<file path="src/rtl/renas_branch_predictor.sv">
// Direction predictor with a single pattern history table of saturating counters,
// indexed by gshare (PC xor global history) or bimodal (PC only), self-initialising after reset.
module renas_branch_predictor #(
    parameter int HISTORY_LENGTH = 8,
    parameter int COUNTER_WIDTH  = 2,
    parameter int MODE           = 0,
    parameter int PC_LENGTH      = 32,
    parameter int BYTE_OFFSET    = 2
) (
    input  logic                      clk,
    input  logic                      rst_n,
    input  logic                      pred_req_i,
    input  logic [PC_LENGTH-1:0]      pred_pc_i,
    output logic                      pred_valid_o,
    output logic                      pred_take_o,
    output logic [HISTORY_LENGTH-1:0] pred_ghr_o,
    output logic [COUNTER_WIDTH-1:0]  pred_counter_o,
    input  logic                      upd_valid_i,
    input  logic [PC_LENGTH-1:0]      upd_pc_i,
    input  logic [HISTORY_LENGTH-1:0] upd_ghr_i,
    input  logic                      upd_actual_i,
    input  logic                      upd_wrong_i,
    output logic                      busy_o
);

    localparam int H     = HISTORY_LENGTH;
    localparam int W     = COUNTER_WIDTH;
    localparam int DEPTH = 1 << H;

    localparam logic [W-1:0] CNT_INIT = W'((1 << (W - 1)) - 1);
    localparam logic [W-1:0] CNT_MAX  = '1;
    localparam logic [H-1:0] IDX_LAST = H'(DEPTH - 1);

    typedef enum logic {
        ST_INIT = 1'b0,
        ST_RUN  = 1'b1
    } state_t;

    state_t         r_state;
    logic [H-1:0]   r_init_idx;
    logic [H-1:0]   r_ghr;
    logic [W-1:0]   r_pht [DEPTH];

    logic           r_pred_valid;
    logic [W-1:0]   r_pred_counter;
    logic [H-1:0]   r_pred_ghr;

    logic [H-1:0]   w_pred_hist;
    logic [H-1:0]   w_upd_hist;
    logic [H-1:0]   w_pred_idx;
    logic [H-1:0]   w_upd_idx;
    logic [W-1:0]   w_upd_cnt_rd;
    logic [W-1:0]   w_upd_cnt_next;
    logic           w_spec_taken;
    logic           w_recover;
    logic           w_unused_bits;

    // Bimodal mode simply drops the history term from the index hash.
    generate
        if (MODE == 0) begin : g_gshare
            assign w_pred_hist = r_ghr;
            assign w_upd_hist  = upd_ghr_i;
        end else begin : g_bimodal
            assign w_pred_hist = '0;
            assign w_upd_hist  = '0;
        end
    endgenerate

    assign w_pred_idx    = pred_pc_i[BYTE_OFFSET +: H] ^ w_pred_hist;
    assign w_upd_idx     = upd_pc_i[BYTE_OFFSET +: H] ^ w_upd_hist;
    assign w_spec_taken  = r_pht[w_pred_idx][W-1];
    assign w_upd_cnt_rd  = r_pht[w_upd_idx];
    assign w_recover     = upd_valid_i & upd_wrong_i;
    assign w_unused_bits = ^{pred_pc_i, upd_pc_i, upd_ghr_i};

    always_comb begin
        w_upd_cnt_next = w_upd_cnt_rd;
        if (upd_actual_i) begin
            if (w_upd_cnt_rd != CNT_MAX) begin
                w_upd_cnt_next = w_upd_cnt_rd + 1'b1;
            end
        end else begin
            if (w_upd_cnt_rd != '0) begin
                w_upd_cnt_next = w_upd_cnt_rd - 1'b1;
            end
        end
    end

    // Table storage kept free of reset so it maps onto RAM; INIT rewrites every entry.
    always_ff @(posedge clk) begin
        if (rst_n) begin
            if (r_state == ST_INIT) begin
                r_pht[r_init_idx] <= CNT_INIT;
            end else if (upd_valid_i) begin
                r_pht[w_upd_idx] <= w_upd_cnt_next;
            end
        end
    end

    always_ff @(posedge clk) begin
        if (!rst_n) begin
            r_state        <= ST_INIT;
            r_init_idx     <= '0;
            r_ghr          <= '0;
            r_pred_valid   <= 1'b0;
            r_pred_counter <= '0;
            r_pred_ghr     <= '0;
        end else begin
            case (r_state)
                ST_INIT: begin
                    r_pred_valid <= 1'b0;
                    r_init_idx   <= r_init_idx + 1'b1;
                    if (r_init_idx == IDX_LAST) begin
                        r_state <= ST_RUN;
                    end
                end
                default: begin
                    r_pred_valid <= pred_req_i;
                    if (pred_req_i) begin
                        r_pred_counter <= r_pht[w_pred_idx];
                        r_pred_ghr     <= r_ghr;
                    end
                    // A mispredict recovery wins over the speculative shift of the same cycle.
                    if (w_recover) begin
                        r_ghr <= {upd_ghr_i[H-2:0], upd_actual_i};
                    end else if (pred_req_i) begin
                        r_ghr <= {r_ghr[H-2:0], w_spec_taken};
                    end
                end
            endcase
        end
    end

    assign pred_valid_o   = r_pred_valid;
    assign pred_take_o    = r_pred_counter[W-1];
    assign pred_ghr_o     = r_pred_ghr;
    assign pred_counter_o = r_pred_counter;
    assign busy_o         = (r_state == ST_INIT);

endmodule

</file>
<file path="config.mk">
export PLATFORM = sky130hd
export DESIGN_NAME = renas_branch_predictor
export DESIGN_NICKNAME = d
export VERILOG_FILES = /design/src/rtl/renas_branch_predictor.sv
export SDC_FILE = /design/constraint.sdc
export NUM_CORES = 1
export LEC_CHECK = 0
export CAP_MARGIN = 20
export CORE_ASPECT_RATIO = 1.2
export CORE_MARGIN = 4
export CORE_UTILIZATION = 42
export DETAILED_ROUTE_END_ITERATION = 8
export GPL_TIMING_DRIVEN = 0
export PLACE_DENSITY_LB_ADDON = 0.2
export SETUP_SLACK_MARGIN = 0.4
export SYNTH_ARGS = -nofsm -noshare
export SYNTH_HDL_FRONTEND = slang
export SYNTH_SLANG_ARGS = --single-unit
</file>
<file path="constraint.sdc">
create_clock -name clk -period 11.73 [get_ports clk]
set_input_delay 2.346 -clock clk [delete_from_list [all_inputs] [get_ports clk]]
set_output_delay 2.346 -clock clk [all_outputs]
set_load 0.02 [all_outputs]
</file>
==> flow_summary_export.csv <==
group,metric,value,unit
timing,final_hold_violations,0,
hold_path,min_delay_worst_endpoint,"pred_ghr_o[5]$_SDFFE_PN0P_",
synth,async_reset_ff_share,0,%
placed_design,detailedPlace.worstSlack,3.77,ns
timing,finalCritPeriodShare,64.3,%
critical_path,startpoint_class_of_the_critical_path,"primary input",
grt,wire_length_of_the_first_global_routing_pass,140000,µm
critical_path,timing.rr.start,"r_ghr[1]$_SDFFE_PN0P_",
grt,grt_antenna_before_repair,1,
synth,number_of_enable_flip_flop_cells_after_synthesis,512,
die,core.rowCount,100,
timing,period_minus_slack,7.55,ns
timing,report.final.setup_viol,0,
cells_and_area,synthToLayoutAreaGrowth,15.9,%
clocking,clock_sinks,540,
timing,worst_rel_slew_slack,13.9,%
die,floorplan.initialDensity,42.5,%
die,area_of_the_die,66900,µm²
synth,syn-mean-instance-area,15.8,µm²
power,powerDensity,141,nW/µm²
die,die_w,237,µm
cells_and_area,fillCellCount,5242,
grt,grt.total_usage,30.1,%
clocking,cts.repair_timing.setup_buffer_count,0,
synth,yosys_warnings,0,
cells_and_area,layout.cells.most_common,"sky130_fd_sc_hd__edfxtp_1",
cells_and_area,fin_area,30600,µm²
cells_and_area,final_cell_mix,"sky130_fd_sc_hd__edfxtp_1 (512), sky130_fd_sc_hd__nor2_1 (296), sky130_fd_sc_hd__mux4_2 (264), sky130_fd_sc_hd__nand2_1 (131), sky130_fd_sc_hd__clkbuf_1 (70)",
placed_design,io_buffer_count,41,
clocking,cts_htree_levels,2,
routing,dr.first_iter.drc_count,3307,
critical_path,cp_data_arrival_time,8.00,ns
critical_path,worst-r2r-setup-slack,6.78,ns
clocking,numCtsBuffers,53,
critical_path,worst_ep_required_time,12.18,ns
grt,globalRoute.totalOverflow,0,
critical_path,timing.critical_path.fanout_max,14,
timing,timing.clock.skew,0.0308,ns
routing,met2_wirelength,45700,µm
timing,number_of_max_slew_violations_in_the_final_report,0,
grt,grt_start_max_net_pins,28,
timing,tightestPinTransition,1.29,ns
routing,route.vias.total,18370,
clocking,hold_fix_buffers_at_cts,0,
critical_path,worst-r2r-cell-count,9,
cells_and_area,final_layout_size_suffix_gt1_share,25.0,%
hold_path,holdPathStages,2,
routing,dr.max_layer_used,"met4",
placed_design,placedCellCount,2587,
synth,number_of_flip_flops_and_latches_in_the_synthesized_netlist,540,
synth,synth_sequential_area_ratio,60.4,%
hold_path,min_from,"pred_ghr_o[5]$_SDFFE_PN0P_",
synth,synth-main-ff-cell,"sky130_fd_sc_hd__edfxtp_1",
hold_path,hp-class,"flip-flop to flip-flop",
power,worst_ir_drop_vdd,119,µV
routing,drt-wirelength-per-cell,38.0,µm
clocking,clockRootBuffer,"sky130_fd_sc_hd__clkbuf_16",
die,num_io_pins,91,
clocking,tritoncts_clock_tree,"yes",
flow_run,drv_cap,0,
cells_and_area,final-instance-count-excl-fill,2689,
die,core-area,62200,µm²
run_status,run_status,"complete, no violations",
synth,synth.lib_cells_used.distinct,54,
clocking,clock_latency_on_the_worst_skew_pair,0.63,ns
power,p_leak,10.5,nW
synth,synthesis.area,26400,µm²
critical_path,critical_path.reg2reg.endpoint,"pred_counter_o[0]$_SDFFE_PN0P_",
grt,via_count_of_the_first_global_routing_pass,18309,
routing,drt-total-wl,102000,µm
cells_and_area,final_core_util,49.2,%
timing,fmaxAchievable,132,MHz
placed_design,gp_congestion,1.03,
timing,worst_hold_slack,0.466,ns
routing,final_antenna_violating_net_count,0,
routing,route.met3.wl,12300,µm
synth,synthesis.nets,1749,
clocking,resized_cells_post_cts,0,
timing,setup_slack,4.18,ns
power,p_total,4.30,mW
cells_and_area,nNetsFinal,1908,
die,fp.dieH,283,µm
timing,post_route_setup_tns,0,ns
clocking,deepest_clock_path_buffer_count,3,
synth,cell_count_after_synthesis,1670,
timing,grt_setup_unrepaired,"false",
critical_path,critical_path.endpoint_type,"flip-flop",
placed_design,dp_hpwl,72900,µm
placed_design,placedInstanceArea,28800,µm²
routing,firstDrtPassIters,6,
clocking,clock_pin_slew_worst_setup_and_hold_paths,0.06,ns
routing,drc_errors,0,
routing,met1Wirelength,36300,µm
routing,vias_per_cell,6.83,
critical_path,timing.setup.critical_path_class,"primary input to flip-flop",
worst max path at each step:
stage                       from                      end  slack, ns  cells after the start
finish               upd_pc_i[4]  r_pht[226][1]$_DFFE_PP_       4.18                     14
global route         upd_pc_i[4]  r_pht[226][1]$_DFFE_PP_       4.22                     14
CTS                  upd_pc_i[4]  r_pht[226][1]$_DFFE_PP_       4.41                     14
detailed placement   upd_pc_i[4]  r_pht[230][1]$_DFFE_PP_       3.77                     14
global placement     upd_pc_i[4]  r_pht[138][1]$_DFFE_PP_     -10.18                     10
floorplan           upd_ghr_i[0]    r_pht[0][1]$_DFFE_PP_      -0.43                     12
critical path: stages:
cell	delay [ns]
sky130_fd_sc_hd__clkdlybuf4s50_1	0.67
sky130_fd_sc_hd__xor2_2	0.37
sky130_fd_sc_hd__nor2_1	0.61
sky130_fd_sc_hd__clkbuf_1	0.97
sky130_fd_sc_hd__a22oi_1	0.32
sky130_fd_sc_hd__a21oi_1	0.41
sky130_fd_sc_hd__nor4_1	0.20
sky130_fd_sc_hd__nor2_1	0.22
sky130_fd_sc_hd__nand3_1	0.18
sky130_fd_sc_hd__o211ai_1	0.83
sky130_fd_sc_hd__buf_6	0.25
sky130_fd_sc_hd__buf_4	0.20
sky130_fd_sc_hd__buf_4	0.22
sky130_fd_sc_hd__buf_6	0.18
registers in the layout, summed over array words and instances (netlist names):
signal          cells
r_pht             512
pred_ghr_o          8
r_ghr               8
r_init_idx          8
pred_counter_o      2
pred_valid_o        1
r_state             1
synthesized netlist by cell type, drive strengths merged (2+ instances only):
| cell | instances | share of area, % |
|---|---|---|
| or3 | 2 | 0.047 |
| nor4 | 4 | 0.095 |
| o22a | 2 | 0.066 |
| a211oi | 3 | 0.10 |
| a32o | 4 | 0.15 |
| nand2 | 132 | 1.9 |
| a311oi | 3 | 0.10 |
| o31ai | 2 | 0.057 |
| nor2b | 3 | 0.071 |
| a21boi | 10 | 0.28 |
| edfxtp | 512 | 58 |
| o22ai | 3 | 0.071 |
| clkbuf | 61 | 0.87 |
| o2111a | 3 | 0.13 |
| nand3b | 4 | 0.11 |
| nor2 | 296 | 4.2 |
| and3 | 6 | 0.14 |
| o221ai | 3 | 0.10 |
| buf | 57 | 1.3 |
| xor2 | 17 | 0.56 |
| o21ai | 14 | 0.27 |
| mux2i | 29 | 1.1 |
| xnor2 | 18 | 0.67 |
| o211ai | 5 | 0.14 |
| a32oi | 2 | 0.066 |
| a22o | 2 | 0.066 |
| and2 | 11 | 0.26 |
| o211a | 7 | 0.27 |
| mux4 | 265 | 23 |
| or4 | 2 | 0.057 |
| nand3 | 33 | 0.63 |
| nor3 | 9 | 0.17 |
| dfxtp | 28 | 2.1 |
| a22oi | 61 | 1.8 |
| nand4 | 7 | 0.17 |
| a21oi | 40 | 0.76 |
logic make-up after synthesis:
kind of cell,synth area share (%)
flip-flops,60.4
AND/OR/NAND/NOR,7.94
multiplexers,23.7
AO/OA/AOI/OAI,4.54
buffers and inverters,2.16
XOR/XNOR,1.23
adder cells (fa/ha/maj),0.0474
layout make-up:
type	instances	area, µm²	share of cell area [%]
antenna	3	7.51	0.0245
sequential	540	15900	52.1
clock buffer	69	1470	4.81
tap	816	1020	3.34
multi-input combinational	1011	9970	32.6
timing repair buffer	104	1240	4.05
buffer	118	662	2.16
inverter	1	3.75	0.0123
clock inverter	27	274	0.896
layer usage:
metal	vias up	global-route usage (%)
met3	348	7.84
met5	-	0
met1	9504	38.5
met4	0	18.8
li1	7047	-
met2	1471	46.4
where the power goes:
part           total [mW]  switching, mW  internal (mW)  leakage, nW
logic               0.465          0.309          0.156         3.82
clock network        1.76          0.767          0.992        0.842
registers            2.08        0.00154           2.08         5.83
total                4.30           1.08           3.23         10.5
Power figures use the tool's default switching activity.
